--- src/rtl/life_gen_writer_pkg.sv ---
// Shared constants and types for the Game-of-Life generation writer.
package life_pkg;

    localparam int unsigned GRID_W   = 80;
    localparam int unsigned GRID_H   = 60;
    localparam int unsigned CELLS    = GRID_W * GRID_H;
    localparam int unsigned ADDR_W   = 13;
    localparam int unsigned NB_COUNT = 9;

    localparam logic [3:0] P_LAST_READ = 4'd8;
    // The k=4 read (the cell itself) returns one cycle after it is issued.
    localparam logic [3:0] P_SELF      = 4'd5;
    localparam logic [3:0] P_WRITE     = 4'd10;

    typedef enum logic [1:0] {IDLE, SWEEP, DONE} state_e;

    typedef enum logic [1:0] {D_NEG, D_ZERO, D_POS} delta_e;

    typedef struct packed {
        delta_e dy;
        delta_e dx;
    } nb_off_t;

    localparam nb_off_t NB_OFFSETS [NB_COUNT] = '{
        '{dy: D_NEG,  dx: D_NEG},  '{dy: D_NEG,  dx: D_ZERO}, '{dy: D_NEG,  dx: D_POS},
        '{dy: D_ZERO, dx: D_NEG},  '{dy: D_ZERO, dx: D_ZERO}, '{dy: D_ZERO, dx: D_POS},
        '{dy: D_POS,  dx: D_NEG},  '{dy: D_POS,  dx: D_ZERO}, '{dy: D_POS,  dx: D_POS}
    };

endpackage

--- src/rtl/life_gen_writer_neighbor_addr.sv ---
// Combinational neighbour address: (x, y, k) -> toroidally wrapped y*GRID_W+x,
// using the running row base of y instead of a multiplier.
module life_neighbor_addr #(
    parameter int unsigned GRID_W = life_pkg::GRID_W,
    parameter int unsigned GRID_H = life_pkg::GRID_H,
    parameter int unsigned ADDR_W = life_pkg::ADDR_W
) (
    input  logic [ADDR_W-1:0] x_i,
    input  logic [ADDR_W-1:0] y_i,
    input  logic [ADDR_W-1:0] row_base_i,
    input  logic [3:0]        k_i,
    output logic [ADDR_W-1:0] addr_o
);
    import life_pkg::*;

    localparam logic [ADDR_W-1:0] X_MAX    = ADDR_W'(GRID_W - 1);
    localparam logic [ADDR_W-1:0] Y_MAX    = ADDR_W'(GRID_H - 1);
    localparam logic [ADDR_W-1:0] ROW_STEP = ADDR_W'(GRID_W);
    localparam logic [ADDR_W-1:0] LAST_ROW = ADDR_W'((GRID_H - 1) * GRID_W);

    nb_off_t           off;
    logic [ADDR_W-1:0] nx;
    logic [ADDR_W-1:0] row;

    always_comb begin
        off = '{dy: D_ZERO, dx: D_ZERO};
        if (k_i < 4'(NB_COUNT)) begin
            off = NB_OFFSETS[k_i];
        end

        case (off.dx)
            D_NEG:   nx = (x_i == '0) ? X_MAX : x_i - 1'b1;
            D_POS:   nx = (x_i == X_MAX) ? '0 : x_i + 1'b1;
            default: nx = x_i;
        endcase

        case (off.dy)
            D_NEG:   row = (y_i == '0) ? LAST_ROW : row_base_i - ROW_STEP;
            D_POS:   row = (y_i == Y_MAX) ? '0 : row_base_i + ROW_STEP;
            default: row = row_base_i;
        endcase

        addr_o = row + nx;
    end

endmodule

--- src/rtl/life_gen_writer.sv ---
// Sweeps the grid once per start, reading 9 neighbours per cell over an
// 11-cycle slot and writing the next-generation state to the destination buffer.
module life_gen_writer #(
    parameter int unsigned GRID_W = life_pkg::GRID_W,
    parameter int unsigned GRID_H = life_pkg::GRID_H,
    parameter int unsigned ADDR_W = life_pkg::ADDR_W
) (
    input  logic              aclk,
    input  logic              aresetn,
    input  logic              start,
    output logic              busy,
    output logic              done,
    output logic              rd_en,
    output logic [ADDR_W-1:0] rd_addr,
    input  logic              rd_data,
    output logic              wr_en,
    output logic [ADDR_W-1:0] wr_addr,
    output logic              wr_data,
    output logic [15:0]       gen_count
);
    import life_pkg::*;

    localparam logic [ADDR_W-1:0] X_MAX    = ADDR_W'(GRID_W - 1);
    localparam logic [ADDR_W-1:0] Y_MAX    = ADDR_W'(GRID_H - 1);
    localparam logic [ADDR_W-1:0] ROW_STEP = ADDR_W'(GRID_W);

    state_e            state_q, state_d;
    logic [ADDR_W-1:0] x_q, x_d;
    logic [ADDR_W-1:0] y_q, y_d;
    logic [ADDR_W-1:0] row_q, row_d;
    logic [ADDR_W-1:0] cell_q, cell_d;
    logic [3:0]        phase_q, phase_d;
    logic [3:0]        n_q, n_d;
    logic              self_q, self_d;
    logic [15:0]       gen_q, gen_d;

    logic              busy_q, busy_d;
    logic              done_q, done_d;
    logic              rd_en_q, rd_en_d;
    logic [ADDR_W-1:0] rd_addr_q, rd_addr_d;
    logic              wr_en_q, wr_en_d;
    logic [ADDR_W-1:0] wr_addr_q, wr_addr_d;
    logic              wr_data_q, wr_data_d;
    logic [ADDR_W-1:0] nb_addr;

    // Outputs are registered, so the address is formed from next-state position.
    life_neighbor_addr #(
        .GRID_W(GRID_W),
        .GRID_H(GRID_H),
        .ADDR_W(ADDR_W)
    ) u_nb (
        .x_i       (x_d),
        .y_i       (y_d),
        .row_base_i(row_d),
        .k_i       (phase_d),
        .addr_o    (nb_addr)
    );

    always_comb begin
        state_d = state_q;
        x_d     = x_q;
        y_d     = y_q;
        row_d   = row_q;
        cell_d  = cell_q;
        phase_d = phase_q;
        n_d     = n_q;
        self_d  = self_q;
        gen_d   = gen_q;

        case (state_q)
            IDLE: begin
                if (start) begin
                    state_d = SWEEP;
                    x_d     = '0;
                    y_d     = '0;
                    row_d   = '0;
                    cell_d  = '0;
                    phase_d = '0;
                    n_d     = '0;
                    self_d  = 1'b0;
                end
            end

            SWEEP: begin
                if ((phase_q != 4'd0) && (phase_q <= P_LAST_READ + 4'd1)) begin
                    if (phase_q == P_SELF) begin
                        self_d = rd_data;
                    end else begin
                        n_d = n_q + {3'b000, rd_data};
                    end
                end

                if (phase_q == P_WRITE) begin
                    phase_d = '0;
                    n_d     = '0;
                    self_d  = 1'b0;
                    cell_d  = cell_q + 1'b1;
                    if (x_q == X_MAX) begin
                        x_d = '0;
                        if (y_q == Y_MAX) begin
                            y_d     = '0;
                            row_d   = '0;
                            state_d = DONE;
                            gen_d   = gen_q + 16'd1;
                        end else begin
                            y_d   = y_q + 1'b1;
                            row_d = row_q + ROW_STEP;
                        end
                    end else begin
                        x_d = x_q + 1'b1;
                    end
                end else begin
                    phase_d = phase_q + 4'd1;
                end
            end

            DONE: begin
                state_d = IDLE;
            end

            default: begin
                state_d = IDLE;
            end
        endcase
    end

    always_comb begin
        busy_d    = (state_d == SWEEP);
        done_d    = (state_d == DONE);
        rd_en_d   = (state_d == SWEEP) && (phase_d <= P_LAST_READ);
        wr_en_d   = (state_d == SWEEP) && (phase_d == P_WRITE);
        rd_addr_d = rd_en_d ? nb_addr : rd_addr_q;
        wr_addr_d = wr_en_d ? cell_d : wr_addr_q;
        wr_data_d = wr_en_d ? ((n_d == 4'd3) | (self_d & (n_d == 4'd2))) : wr_data_q;
    end

    always_ff @(posedge aclk or negedge aresetn) begin
        if (!aresetn) begin
            state_q   <= IDLE;
            x_q       <= '0;
            y_q       <= '0;
            row_q     <= '0;
            cell_q    <= '0;
            phase_q   <= '0;
            n_q       <= '0;
            self_q    <= 1'b0;
            gen_q     <= '0;
            busy_q    <= 1'b0;
            done_q    <= 1'b0;
            rd_en_q   <= 1'b0;
            rd_addr_q <= '0;
            wr_en_q   <= 1'b0;
            wr_addr_q <= '0;
            wr_data_q <= 1'b0;
        end else begin
            state_q   <= state_d;
            x_q       <= x_d;
            y_q       <= y_d;
            row_q     <= row_d;
            cell_q    <= cell_d;
            phase_q   <= phase_d;
            n_q       <= n_d;
            self_q    <= self_d;
            gen_q     <= gen_d;
            busy_q    <= busy_d;
            done_q    <= done_d;
            rd_en_q   <= rd_en_d;
            rd_addr_q <= rd_addr_d;
            wr_en_q   <= wr_en_d;
            wr_addr_q <= wr_addr_d;
            wr_data_q <= wr_data_d;
        end
    end

    assign busy      = busy_q;
    assign done      = done_q;
    assign rd_en     = rd_en_q;
    assign rd_addr   = rd_addr_q;
    assign wr_en     = wr_en_q;
    assign wr_addr   = wr_addr_q;
    assign wr_data   = wr_data_q;
    assign gen_count = gen_q;

endmodule

--- config.mk ---
export PLATFORM = sky130hd
export DESIGN_NAME = life_gen_writer
export DESIGN_NICKNAME = d
export VERILOG_FILES = /design/src/rtl/life_gen_writer_pkg.sv /design/src/rtl/life_gen_writer_neighbor_addr.sv /design/src/rtl/life_gen_writer.sv
export SDC_FILE = /design/constraint.sdc
export NUM_CORES = 1
export LEC_CHECK = 0
export CAP_MARGIN = 30
export CELL_PAD_IN_SITES_DETAIL_PLACEMENT = 0
export CELL_PAD_IN_SITES_GLOBAL_PLACEMENT = 1
export CORE_ASPECT_RATIO = 2
export CORE_MARGIN = 3
export CORE_UTILIZATION = 30
export CTS_CLUSTER_SIZE = 14
export DETAILED_ROUTE_END_ITERATION = 8
export PLACE_DENSITY = 0.56
export REMOVE_ABC_BUFFERS = 1
export SETUP_SLACK_MARGIN = 0.4
export SYNTH_ARGS = -nofsm -noshare
export SYNTH_HDL_FRONTEND = slang
export SYNTH_SLANG_ARGS = --single-unit
--- constraint.sdc ---
create_clock -name aclk -period 6.25 [get_ports aclk]
set_clock_uncertainty 0.15 [all_clocks]
set_input_delay 0.625 -clock aclk [delete_from_list [all_inputs] [get_ports aclk]]
set_output_delay 0.625 -clock aclk [all_outputs]
set_load 0.01 [all_outputs]
======== Word-level counts from Yosys, hierarchy flattened ========
Memory sizes are Yosys's and may differ from the RTL's.
Index checks and enable logic that the tools add are counted.
W data, S select, Z words.
operators by class
  $add $sub $neg .......................... 12
  order comparisons ....................... 4
  eq/ne operators ......................... 14
  multiplexer cells ....................... 44
  bitwise gates (word level) .............. 3
  reductions and logical operators ........ 10
operator list
  operator                 number
  $mux W13                 17
  $pmux W13 S2             6
  $add A13 B1 Y13 const B  4
  $mux W4                  9
  $add A13 B7 Y13 const B  2
  $eq A13 B6 Y1 const B    2
  $eq A13 B7 Y1 const B    2
  $logic_not A13 Y1        2
  $add A16 B1 Y16 const B  1
  $pmux W4 S2              2
  $add A13 B13 Y13         1
  $sub A13 B1 Y13 const B  1
  $sub A13 B7 Y13 const B  1
  $eq A4 B2 Y1 const B     2
  $eq A4 B4 Y1 const B     2
  $le A4 B4 Y1 const B     2
  $mux W2                  4
  $eq A2 B2 Y1 const B     3
  $logic_not A2 Y1         3
  $ge A5 B5 Y1 const B     1
  $not A4 Y5               1
  $add A4 B1 Y4            1
  $add A4 B1 Y4 const B    1
  $eq A2 B1 Y1 const B     2
  10 further kinds         15
word-level totals
  register bits ........................... 110
  ROM bits ................................ 64
  memories kept ........................... 1
memories
  memory           depth  bits a word  rd ports  clocked after Yosys merged registers in  write ports  RTL line                             source
  (no name shown)  16     4            1         0                                        0            life_gen_writer_neighbor_addr.sv:28  off = NB_OFFSETS[k_i];

======== Depth between registers and ports, before layout ========
Gate-level depths: netlist of run 1.
  word-level depth ........................ 11
  depth in mapped cells ................... 28
  mapped depth without buffers ............ 25

======== Hierarchy ========
A second synthesis of run 1 with hierarchy kept.
unflattened totals
  cells, all modules ...................... 799
  area total of the unflattened synthesis .. 7191.9 µm²
by module, submodules not included
  module              instances  cells an instance  area each (µm²)  seq. area each (µm²)
  life_gen_writer     1          525                5322.6           2752.6
  life_neighbor_addr  1          274                1869.3           0.0

======== Worst setup path before layout of run 1 ========
Ideal clock, no wire load.
  path kind ............................... register to register
  from .................................... register state_q[1]
  to ...................................... register rd_addr_q[12] (netlist: rd_addr[12])
  library setup time ...................... 131 ps
  arrival ................................. 5774 ps
  required time ........................... 5969 ps
  setup slack ............................. 195 ps
  cell stages (with the launch flop) ...... 24
  path buffers ............................ 3
  clock period less this slack ............ 6055 ps
  cell sequence ........................... dfrtp_1 > nand2b_1 > clkbuf_1 > clkbuf_1 > buf_1 > nor3_1 > a22oi_1 > ha_1 > nand3_1 > or4_1 > or2_2 > and2_1 > a222oi_1 > ha_1 > a21o_1 > a21oi_1 > o21bai_1 > a31o_2 > a41oi_1 > a21oi_1 > nor2b_1 > nor3b_1 > mux2_4 > or3_1
on the way
  cells in the longest elaborated chain, start to end .. 10
  elaborated cells on any way between the ends .. 39
  those cells by class .................... add/sub: 5; order compare: 2; eq/ne: 6; mux: 18; bitwise: 1; reduce/logical: 6; memory: 1
ends and longest elaborated chain
  item                                              RTL line                                                                  source
  from (decl)                                       life_gen_writer.sv:27                                                     state_e state_q, state_d;
  from (signal assigned)                            life_gen_writer.sv:156                                                    state_q <= state_d;
  $eq A2 B1 Y1 or $logic_not A2 Y1 (tied branches)  life_gen_writer.sv:70                                                     case (state_q)
  $pmux W4 S2                                       life_gen_writer.sv:70
  $not A4 Y5 (implied by the code)                  life_gen_writer_neighbor_addr.sv:28
  $mem_v2 Z16 W4                                    n/a
  $mux W4 (implied by the code) (2 in series)       life_gen_writer_neighbor_addr.sv:28
  $mux W4                                           life_gen_writer_neighbor_addr.sv:27                                       if (k_i < 4'(NB_COUNT)) begin
  $eq A2 B2 Y1 (tied with other cells)              life_gen_writer_neighbor_addr.sv:37                                       case (off.dy)
  $pmux W13 S2, on equally long branches            life_gen_writer_neighbor_addr.sv:37, life_gen_writer_neighbor_addr.sv:31
  $add A13 B13 Y13                                  life_gen_writer_neighbor_addr.sv:43                                       addr_o = row + nx;
  to (signal assigned)                              life_gen_writer.sv:168                                                    rd_addr_q <= rd_addr_d;
  to (decl)                                         life_gen_writer.sv:40                                                     logic [ADDR_W-1:0] rd_addr_q, rd_addr_d;
Several ways; a longest one is shown, not always the timed one. The select of a mux whose other input is x is not followed.
A chain may end at the register's enable or synchronous reset.

======== Worst setup path in the final report of run 1 ========
  from .................................... input port start
  to ...................................... register rd_addr_q[12] (netlist: rd_addr[12])
on the way
  cells in the longest elaborated chain, start to end .. 10
  elaborated cells on any way between the ends .. 38
  those cells by class .................... add/sub: 5; order compare: 2; eq/ne: 5; mux: 19; bitwise: 1; reduce/logical: 5; memory: 1
ends and longest elaborated chain
  item                                         RTL line                                                                  source
  from (decl)                                  life_gen_writer.sv:10                                                     input logic start,
  $mux W4                                      life_gen_writer.sv:72                                                     if (start) begin
  $pmux W4 S2                                  life_gen_writer.sv:70
  $not A4 Y5 (implied by the code)             life_gen_writer_neighbor_addr.sv:28
  $mem_v2 Z16 W4                               n/a
  $mux W4 (implied by the code) (2 in series)  life_gen_writer_neighbor_addr.sv:28
  $mux W4                                      life_gen_writer_neighbor_addr.sv:27
  $eq A2 B2 Y1 (tied with other cells)         life_gen_writer_neighbor_addr.sv:37
  $pmux W13 S2, on equally long branches       life_gen_writer_neighbor_addr.sv:37, life_gen_writer_neighbor_addr.sv:31
  $add A13 B13 Y13                             life_gen_writer_neighbor_addr.sv:43
Several ways; a longest one is shown, not always the timed one. The select of a mux whose other input is x is not followed.

==> results of run 1 <==
==> synth_stat cells, drive strengths merged (12+ instances only) <==
| cell type | instances |
|---|---|
| a211oi | 12 |
| a21oi | 35 |
| a31oi | 17 |
| and2 | 14 |
| and3 | 13 |
| buf | 14 |
| clkbuf | 22 |
| dfrtp | 110 |
| ha | 28 |
| inv | 36 |
| mux2 | 16 |
| nand2 | 112 |
| nand3 | 39 |
| nand4 | 26 |
| nor2 | 52 |
| nor2b | 12 |
| nor3 | 31 |
| nor4 | 15 |
| o211ai | 15 |
| o21ai | 63 |
| or4 | 12 |
| xnor2 | 21 |
| xor2 | 13 |
==> area by class of cell <==
type                       instances  area, um2  area share [%]
inverter                          36        135            1.39
timing repair buffer             169       1450            14.9
sequential                       110       2760            28.4
tap                              332        415            4.27
clock buffer                      11        243            2.50
multi-input combinational        692       4680            48.1
clock inverter                     3       46.3           0.476
==> state kept, by name (all words and copies together) (netlist names), 13 cells and up <==
register   cells
row_q         13
y_q           13
cell_q        13
x_q           13
gen_count     16
wr_addr       13
rd_addr       13
==> logic make-up (layout without fill, tap and decap cells) <==
group	count (synthesis)	after routing	share of synthesized area [%]
compound gates	234	234	21.4
xor+xnor	34	34	3.93
fa+ha+maj	29	29	4.88
buf+inv	72	219	3.84
flops	110	110	36.3
mux	21	21	3.09
simple gates	374	374	26.5
==> final timing paths <==
kind / slack (ns) / cells past startpoint / end / start
max: 0.62 / 22 / rd_addr[12] / start
min: 0.15 / 1 / gen_count[0] / aresetn
max reg2reg: 0.63 / 19 / rd_addr[12] / y_q[7]
min reg2reg: 0.32 / 1 / gen_count[15] / gen_count[15]
max in group asynchronous: 4.55 / 2 / row_q[8] / aresetn
min in group aclk: 0.32 / 1 / gen_count[15] / gen_count[15]
==> stage by stage <==
| step | power (mW) | util [%] | cell area [um2] | setup WS [ns] |
|---|---|---|---|---|
| after floorplan | 2.70 | - | 7430 | 0.0317 |
| after global placement | 4.03 | 37.4 | 9210 | 0.141 |
| after detailed placement | 4.03 | 37.4 | 9210 | 0.0714 |
| after CTS | 4.68 | 38.9 | 9570 | 0.405 |
| after global routing | 5.07 | 39.5 | 9730 | 0.372 |
| final | 4.67 | 39.5 | 9730 | 0.621 |
==> cell usage in the layout (no fill, tap or decap), types with 7 or more instances in the layout <==
cell type / Yosys / layout
inv_1: 35 / 35
nand2_1: 111 / 111
nor4_1: 12 / 10
a31oi_1: 17 / 17
dfrtp_1: 110 / 106
nor3_1: 29 / 28
xor2_1: 13 / 13
nand4_1: 26 / 26
and2_1: 14 / 14
buf_4: 3 / 115
mux2_2: 15 / 15
nand3_1: 38 / 36
o211ai_1: 15 / 15
nor2b_1: 12 / 11
o21ai_0: 59 / 57
a211oi_1: 11 / 9
clkbuf_16: 0 / 10
or4_1: 10 / 8
xnor2_1: 21 / 21
or2_2: 7 / 7
clkdlybuf4s50_1: 0 / 49
a21oi_1: 35 / 33
and3_1: 13 / 11
ha_1: 28 / 26
nor2_1: 51 / 49
==> power by group <==
group / internal (mW) / switching, mW / total (mW)
clock: 0.319 / 0.277 / 0.596
sequential: 0.890 / 0.142 / 1.03
combinational: 1.36 / 1.68 / 3.04
==> critical path, cell delays in order <==
cell	delay, ns
clkdlybuf4s50_1	0.51
or3b_1	0.40
nand2_1	0.08
o22a_1	0.17
ha_2	0.19
nand3_1	0.11
or4_4	0.54
or2_2	0.32
and2_1	0.18
a222oi_1	0.29
buf_4	0.19
ha_1	0.24
a21o_1	0.20
a21oi_2	0.15
o21bai_1	0.11
a31o_2	0.28
a41oi_2	0.17
a21oi_2	0.08
nor2b_1	0.14
nor3b_1	0.14
mux2_4	0.27
or3_1	0.37
==> metal layers <==
| layer | vias up | wire [um] |
|---|---|---|
| li1 | 3572 | - |
| met5 | - | 0 |
| met1 | 3582 | 9590 |
| met2 | 137 | 16200 |
| met4 | 0 | 1640 |
| met3 | 54 | 633 |
==> timing repair <==
| item | in CTS | in global routing |
|---|---|---|
| setup endpoints to repair | 1 | 2 |
| setup buffers | 4 | 4 |
| resized for setup | 11 | 28 |
| gates cloned | 0 | 1 |
| pin swaps | 5 | 8 |
==> impl_metrics.py, run 1 <==
metrics = {
    "flow_run": {
        "maxCapViolCount": 0,
    },
    "synthesis": {
        "synth_edf_count": 0,
        "ys_warn_count": 0,
        "synth_top_area_share_pct": 36.3,
        "synthArstFlopShare_pct": 100,
        "avgSynthCellArea_um2": 8.68,
        "ys_ff_latch": 110,
        "ys_types": 88,
        "syn-cell-area_um2": 7580,
        "yosysSeqAreaShare_pct": 36.3,
        "ys.flop_type": "dfrtp_1",
        "syn_inst": 874,
        "synth_top_cell_by_area": "dfrtp_1",
        "synthTopCellsByArea": "dfrtp_1 (36%), nand2_1 (5.5%), ha_1 (4.6%), o21ai_0 (3.9%), nor2_1 (2.5%)",
    },
    "worst_hold_path": {
        "hold_path.class": "in2async",
    },
    "power_and_ir_drop": {
        "p_leak_nw": 4.04,
        "p_per_area_nw_per_um2": 480,
        "vdd_drop_max_mv": 0.584,
    },
    "floorplanning": {
        "core_area_um2": 24600,
        "rows": 81,
        "start_util_pct": 30.8,
        "fp.dieH_um": 231,
        "die_area_um2": 27300,
        "die_x_um": 118,
        "boundaryPins": 51,
    },
    "setup_path": {
        "cp-end-kind": "flop",
        "cp_max_fo": 3,
        "crit_required_ns": 6.36,
        "setup.worst_path.class": "in2reg",
        "cp_data_arrival_time_ns": 5.73,
        "startpoint_type": "input port",
    },
    "clocking": {
        "insertion_delay_ns": 0.37,
        "hold_buffers": 0,
        "cts_buffers": 9,
        "root_buffer": "clkbuf_16",
        "clockBufferDepth": 2,
        "h-tree-depth": 3,
        "cts.clk_slew.worst_paths_ns": 0.07,
        "cts_tree": "yes",
        "cts_sinks": 110,
    },
    "drt": {
        "wl_per_cell_um": 20.8,
        "drt-initial-drc-count": 387,
        "num_vias": 7345,
        "drc_errors": 0,
        "first_pass_iters": 5,
        "vias_per_cell": 5.43,
        "antenna_left": 0,
        "finalWirelength_mm": 28.1,
    },
    "global_route": {
        "grt_pass1_wl_mm": 43.7,
        "antenna_found_initial": 0,
        "top_usage_layer": "met2",
        "met1_usage_pct": 19.2,
        "gr-total-overflow": 0,
        "grt_pass1_vias": 7776,
        "grt_use_met3_pct": 2.79,
        "met2_usage_pct": 42.0,
        "grt_util_all_layers_pct": 20.8,
        "grt_max_degree": 58,
    },
    "final_layout": {
        "insertedDiodeCount": 0,
        "fill_cells": 2494,
        "area_growth_pct": 28.3,
        "stdcell_count": 1353,
        "drive_gt1_share_pct": 20.4,
        "fin_nets": 1051,
    },
    "placement": {
        "hpwl_mm": 22.1,
        "globalplace.congestion": 0.879,
        "port_buffers": 50,
        "placed_cells": 1330,
    },
    "timing": {
        "rsz0062_at_grt": "yes",
        "final-max-slew-violation-count": 0,
        "post-route-period-util_pct": 90.1,
        "min_period_ns": 5.63,
        "tightest_slew_ns": 0.768,
        "max_freq_mhz": 178,
        "tns_ns": 0,
        "finalSetupViolCount": 0,
        "max_slew_margin_pct": 48.8,
        "hold_viol": 0,
        "fin_hold_ws_ns": 0.152,
    },
    "status": {
        "status": "finished clean",
    },
}
(Power assumes the default switching activity.)
==> run 2: changes to the inputs <==
- ABC_AREA: not set -> 1
- PLACE_DENSITY: 0.56 -> 0.58
==> run 2 against run 1 <==
Against the previous run: count of clock-buffer cells in the layout is 1 lower; die area is 2.0% higher; core utilization is 3.4 points lower; combinational power is 98% lower; critical path depth is 10 higher; fmax is 6.0% higher; area after synthesis is 2.1% higher; sequential cell count stayed put; total power is 69% lower; synthesized cell count is 27% higher; worst hold slack worse by 0.039 ns.
==> impl_metrics.py, run 2 <==
metrics = {
    "clocking": {
        "postCtsSetupBuffers": 0,
        "cts.clk_slew.worst_paths_ns": 0.08,
        "cts_tree": "yes",
        "cts_sinks": 110,
        "hold_buffers": 0,
        "insertion_delay_ns": 0.38,
        "h-tree-depth": 3,
        "clockBufferDepth": 2,
        "root_buffer": "clkbuf_16",
        "cts_buffers": 9,
    },
    "synthesis": {
        "synthTopCellsByArea": "dfrtp_1 (36%), nand2_1 (16%), inv_1 (6.5%), nand3_1 (6.3%), nor2_1 (5.5%)",
        "yosysSeqAreaShare_pct": 35.6,
        "avgSynthCellArea_um2": 6.97,
        "ys_ff_latch": 110,
        "ys_warn_count": 0,
        "yosysMostFrequentCell": "nand2_1",
        "synth_top_area_share_pct": 35.6,
        "ys.flop_type": "dfrtp_1",
        "synthArstFlopShare_pct": 100,
        "synth_top_cell_by_area": "dfrtp_1",
        "syn_inst": 1111,
        "synth_commonest_cells": "nand2_1 (322), inv_1 (134), nor2_1 (114)",
        "ys_types": 54,
        "synth_edf_count": 0,
        "syn-cell-area_um2": 7740,
    },
    "timing": {
        "finalSetupViolCount": 0,
        "fin_hold_ws_ns": 0.113,
        "hold_viol": 0,
        "setup_slack_ns": 0.939,
        "post-route-period-util_pct": 85.0,
        "min_period_ns": 5.31,
        "tightest_slew_ns": 0.888,
        "final-max-slew-violation-count": 0,
        "rsz0062_at_grt": "no",
        "tns_ns": 0,
        "max_slew_margin_pct": 40.8,
        "max_freq_mhz": 188,
    },
    "power_and_ir_drop": {
        "p_leak_nw": 4.54,
        "seqPwrFrac_pct": 50.7,
        "p_sw_mw": 0.345,
        "clkPwrFrac_pct": 45.3,
        "combPwrFrac_pct": 4.0,
        "p_int_mw": 1.10,
        "p_per_area_nw_per_um2": 159,
        "vdd_drop_max_mv": 0.102,
        "switching_share_pct": 23.8,
    },
    "floorplanning": {
        "die_x_um": 120,
        "core_area_um2": 25200,
        "die_area_um2": 27900,
        "fp.dieH_um": 233,
        "start_util_pct": 30.7,
        "boundaryPins": 51,
        "rows": 82,
    },
    "drt": {
        "finalWirelength_mm": 25.9,
        "antenna_left": 0,
        "vias_per_cell": 4.79,
        "first_pass_iters": 4,
        "drt-initial-drc-count": 331,
        "num_vias": 7292,
        "drc_errors": 0,
        "wl_per_cell_um": 17.0,
    },
    "global_route": {
        "grt_max_degree": 65,
        "grt_util_all_layers_pct": 19.1,
        "grt_pass1_vias": 7529,
        "antenna_found_initial": 0,
        "grt_pass1_wl_mm": 40.9,
        "gr-total-overflow": 0,
    },
    "final_layout": {
        "area_growth_pct": 17.5,
        "insertedDiodeCount": 0,
        "fin_nets": 1214,
        "final_common_cell": "nand2_1",
        "drive_gt1_share_pct": 10.0,
        "layout_common_cells": "nand2_1 (322), inv_1 (134), nor2_1 (113), dfrtp_1 (110), nand3_1 (97)",
        "largest_register_ffs": 16,
        "fill_cells": 2804,
    },
    "setup_path": {
        "cp_data_arrival_time_ns": 5.46,
        "slowest_delay_ns": 0.46,
        "worst-path-buf-inv": 3,
        "cp-end-kind": "flop",
        "critPathSlowestCell": "dfrtp_1",
        "cpMostUsedCell": "nand2_1",
        "cp_max_fo": 7,
        "startpoint_type": "flop",
        "setup.worst_path.class": "reg2reg",
        "cp_top_family": "simple AND/OR/NAND/NOR gates",
        "crit_required_ns": 6.40,
    },
    "flow_run": {
        "maxCapViolCount": 0,
    },
    "placement": {
        "hpwl_mm": 20.8,
        "post-place-ws_ns": 0.495,
        "globalplace.congestion": 0.875,
        "port_buffers": 50,
    },
    "worst_hold_path": {
        "hold_path.class": "in2async",
    },
    "status": {
        "status": "finished clean",
    },
}
==> run 2: worst paths after layout <==
path                               end       start  depth (start not counted)  slack, ns
max                        rd_addr[11]      x_q[0]                         32       0.94
min                         wr_addr[4]     aresetn                          1       0.11
max reg2reg                rd_addr[11]      x_q[0]                         32       0.94
min reg2reg                 wr_addr[0]  wr_addr[0]                          2       0.33
max in group asynchronous       y_q[6]     aresetn                          2       4.48
min in group aclk           wr_addr[0]  wr_addr[0]                          2       0.33
==> run 2: cell type report <==
type | count | area (um2) | share of cell area, %
clock buffer | 10 | 229 | 2.52
tap | 336 | 420 | 4.62
sequential | 110 | 2750 | 30.3
clock inverter | 6 | 91.3 | 1.00
timing repair buffer | 77 | 701 | 7.70
multi-input combinational | 829 | 4330 | 47.6
inverter | 154 | 578 | 6.35
==> run 2: kinds of logic after synthesis <==
group / after synthesis / share of synthesized area (%)
compound gates: 141 / 11.2
fa+ha+maj: 29 / 4.78
buf+inv: 172 / 8.73
flops: 110 / 35.6
xor+xnor: 42 / 4.75
simple gates: 617 / 34.9
==> run 2: through the flow <==
stage                     instances  cell area, um2  total power, mW  utilization, %
after CTS                      1522            9090             1.48            36.0
after global routing           1522            9100             1.51            36.1
after floorplan                1093            7640            0.774               -
after global placement         1506            8770            0.807            34.7
after detailed placement       1506            8770            0.807            34.7
final                          1522            9100             1.45            36.1
==> run 2: timing repair <==
item / in CTS / in global routing
resized for setup: 0 / 3
hold endpoints to repair: 0 / 0
endpoints found under the setup margin: 0 / 1
==> run 2: metal layers <==
layer	global-route usage, %	vias up	wire length (um)
li1	-	3723	-
met2	39.2	113	15500
met5	0	-	0
met3	2.35	38	487
met4	9.50	0	871
met1	18.2	3418	9030
==> run 2: power groups by stage <==
stage	combinational [mW]	sequential [mW]	clock [mW]
floorplan	0.0273	0.747	0
global route	0.0672	0.734	0.712
finish	0.0577	0.732	0.655
global placement	0.0602	0.747	0
detailed placement	0.0601	0.747	0
CTS	0.0602	0.733	0.689
==> run 3: changes to the inputs <==
- PLACE_DENSITY: 0.58 -> 0.56
- clock period: 6.25 -> 5.34 ns (I/O delays scaled with it)
==> run 3 against run 2 <==
Against the previous run: global-route usage grew 1.2 points; cell count grew 7.0%; critical path depth is the same; sequential share of layout area shrank 3.5 points; sequential cell count is the same; core utilization grew 4.8 points.
==> impl_metrics.py, run 3 (synthesis gave the netlist of run 2 again) <==
metrics = {
    "setup_path": {
        "slowest_delay_ns": 0.42,
        "setup.worst_path.class": "reg2reg",
        "cp_max_fo": 3,
        "crit_required_ns": 5.47,
        "critPathSlowestCell": "dfrtp_1",
        "cp-end-kind": "flop",
        "startpoint_type": "flop",
        "cp_data_arrival_time_ns": 4.82,
    },
    "power_and_ir_drop": {
        "power_mw": 1.67,
        "combPwrFrac_pct": 4.1,
        "clkPwrFrac_pct": 44.7,
        "seqPwrFrac_pct": 51.3,
        "p_per_area_nw_per_um2": 162,
        "p_int_mw": 1.25,
        "vdd_drop_max_mv": 0.131,
        "p_leak_nw": 5.07,
        "switching_share_pct": 25.5,
        "p_sw_mw": 0.427,
    },
    "drt": {
        "drt-initial-drc-count": 299,
        "first_pass_iters": 4,
        "vias_per_cell": 4.79,
        "antenna_left": 0,
        "finalWirelength_mm": 27.5,
        "drc_errors": 0,
        "num_vias": 7798,
        "wl_per_cell_um": 16.9,
    },
    "clocking": {
        "insertion_delay_ns": 0.39,
        "cts_tree": "yes",
        "cts_buffers": 9,
        "root_buffer": "clkbuf_16",
        "cts.clk_slew.worst_paths_ns": 0.08,
        "cts_sinks": 110,
        "h-tree-depth": 3,
        "clockBufferDepth": 2,
    },
    "timing": {
        "tightest_slew_ns": 0.893,
        "post-route-period-util_pct": 87.9,
        "fin_hold_ws_ns": 0.0835,
        "finalSetupViolCount": 0,
        "max_freq_mhz": 213,
        "final-max-slew-violation-count": 0,
        "min_period_ns": 4.69,
        "rsz0062_at_grt": "yes",
        "setup_slack_ns": 0.646,
        "hold_viol": 0,
        "max_slew_margin_pct": 40.5,
        "tns_ns": 0,
    },
    "final_layout": {
        "largest_register_ffs": 16,
        "fin_nets": 1320,
        "insertedDiodeCount": 0,
        "final_common_cell": "nand2_1",
        "drive_gt1_share_pct": 22.4,
        "layout_common_cells": "nand2_1 (308), inv_1 (131), buf_4 (128), dfrtp_1 (105), nor2_1 (102)",
        "area_growth_pct": 33.3,
    },
    "global_route": {
        "grt_util_all_layers_pct": 20.4,
        "grt_max_degree": 63,
        "grt_pass1_vias": 8089,
        "antenna_found_initial": 0,
        "gr-total-overflow": 0,
        "grt_pass1_wl_mm": 43.4,
    },
    "status": {
        "status": "finished clean",
    },
    "floorplanning": {
        "die_area_um2": 27900,
        "fp.dieH_um": 233,
        "die_x_um": 120,
        "rows": 82,
        "boundaryPins": 51,
        "core_area_um2": 25200,
        "start_util_pct": 30.7,
    },
    "placement": {
        "hpwl_mm": 22.1,
        "globalplace.congestion": 0.943,
        "port_buffers": 50,
        "post-place-ws_ns": -0.0382,
    },
    "worst_hold_path": {
        "hold_path.class": "in2async",
    },
    "flow_run": {
        "maxCapViolCount": 0,
    },
}
==> run 3: changes by cell type in the layout (fill, tap and decap cells not counted), moves of 7 or more <==
cell	before	now
a21oi_1	31	23
a21oi_2	2	9
nand2_2	11	23
nand2_1	322	308
nor2_4	4	18
nor2_1	113	102
buf_4	28	128
==> run 3: power by group through the flow <==
stage / logic [mW] / registers (mW) / clock network, mW
after global placement: 0.0718 / 0.875 / 0
final: 0.0680 / 0.858 / 0.748
after global routing: 0.0819 / 0.861 / 0.808
after floorplan: 0.0319 / 0.874 / 0
after detailed placement: 0.0715 / 0.875 / 0
after CTS: 0.0717 / 0.859 / 0.778
==> run 3: worst paths after layout <==
path / start / end / slack, ns / cells after the start
max: x_q[1] / rd_addr[12] / 0.65 / 32
min: aresetn / wr_en / 0.08 / 1
max reg2reg: x_q[1] / rd_addr[12] / 0.65 / 32
min reg2reg: gen_count[15] / gen_count[15] / 0.32 / 1
max in group asynchronous: aresetn / y_q[2] / 3.72 / 2
min in group aclk: gen_count[15] / gen_count[15] / 0.32 / 1
==> run 3: layout make-up <==
class                           instances  area (um2)
Multi-Input combinational cell        829        4710
Tap cell                              336         420
Inverter                              154         581
Clock buffer                            9         225
Fill cell                            2776       14900
Clock inverter                          7        91.3
Timing Repair Buffer                  183        1530
Sequential cell                       110        2760
==> run 3: worst max-delay path: cells and delay by family (launching register included) <==
kind / cells / cell delay, ns
compound gates: 4 / 0.64
buf+inv: 2 / 0.19
fa+ha+maj: 3 / 0.75
simple gates: 23 / 2.44
flops: 1 / 0.42
==> run 3: what timing repair did <==
action / CTS / global route
setup buffers: 1 / 21
endpoints found under the setup margin: 3 / 5
pin swaps: 2 / 44
resized for setup: 12 / 93
hold buffers: 0 / 0
==> run 3: through the flow <==
step	instances	cell area (um2)	util, %
6_report	1628	10300	40.9
5_1_grt	1628	10300	40.9
4_1_cts	1607	9780	38.8
3_5_place_dp	1590	9400	37.2
3_3_place_gp	1590	9400	37.2
2_1_floorplan	1093	7640	-
==> run 3: per-layer routing <==
| metal | global-route usage (%) | wire length [um] |
|---|---|---|
| met5 | 0 | 0 |
| met1 | 18.8 | 9580 |
| met4 | 11.6 | 1530 |
| met3 | 2.91 | 573 |
| met2 | 41.3 | 15900 |
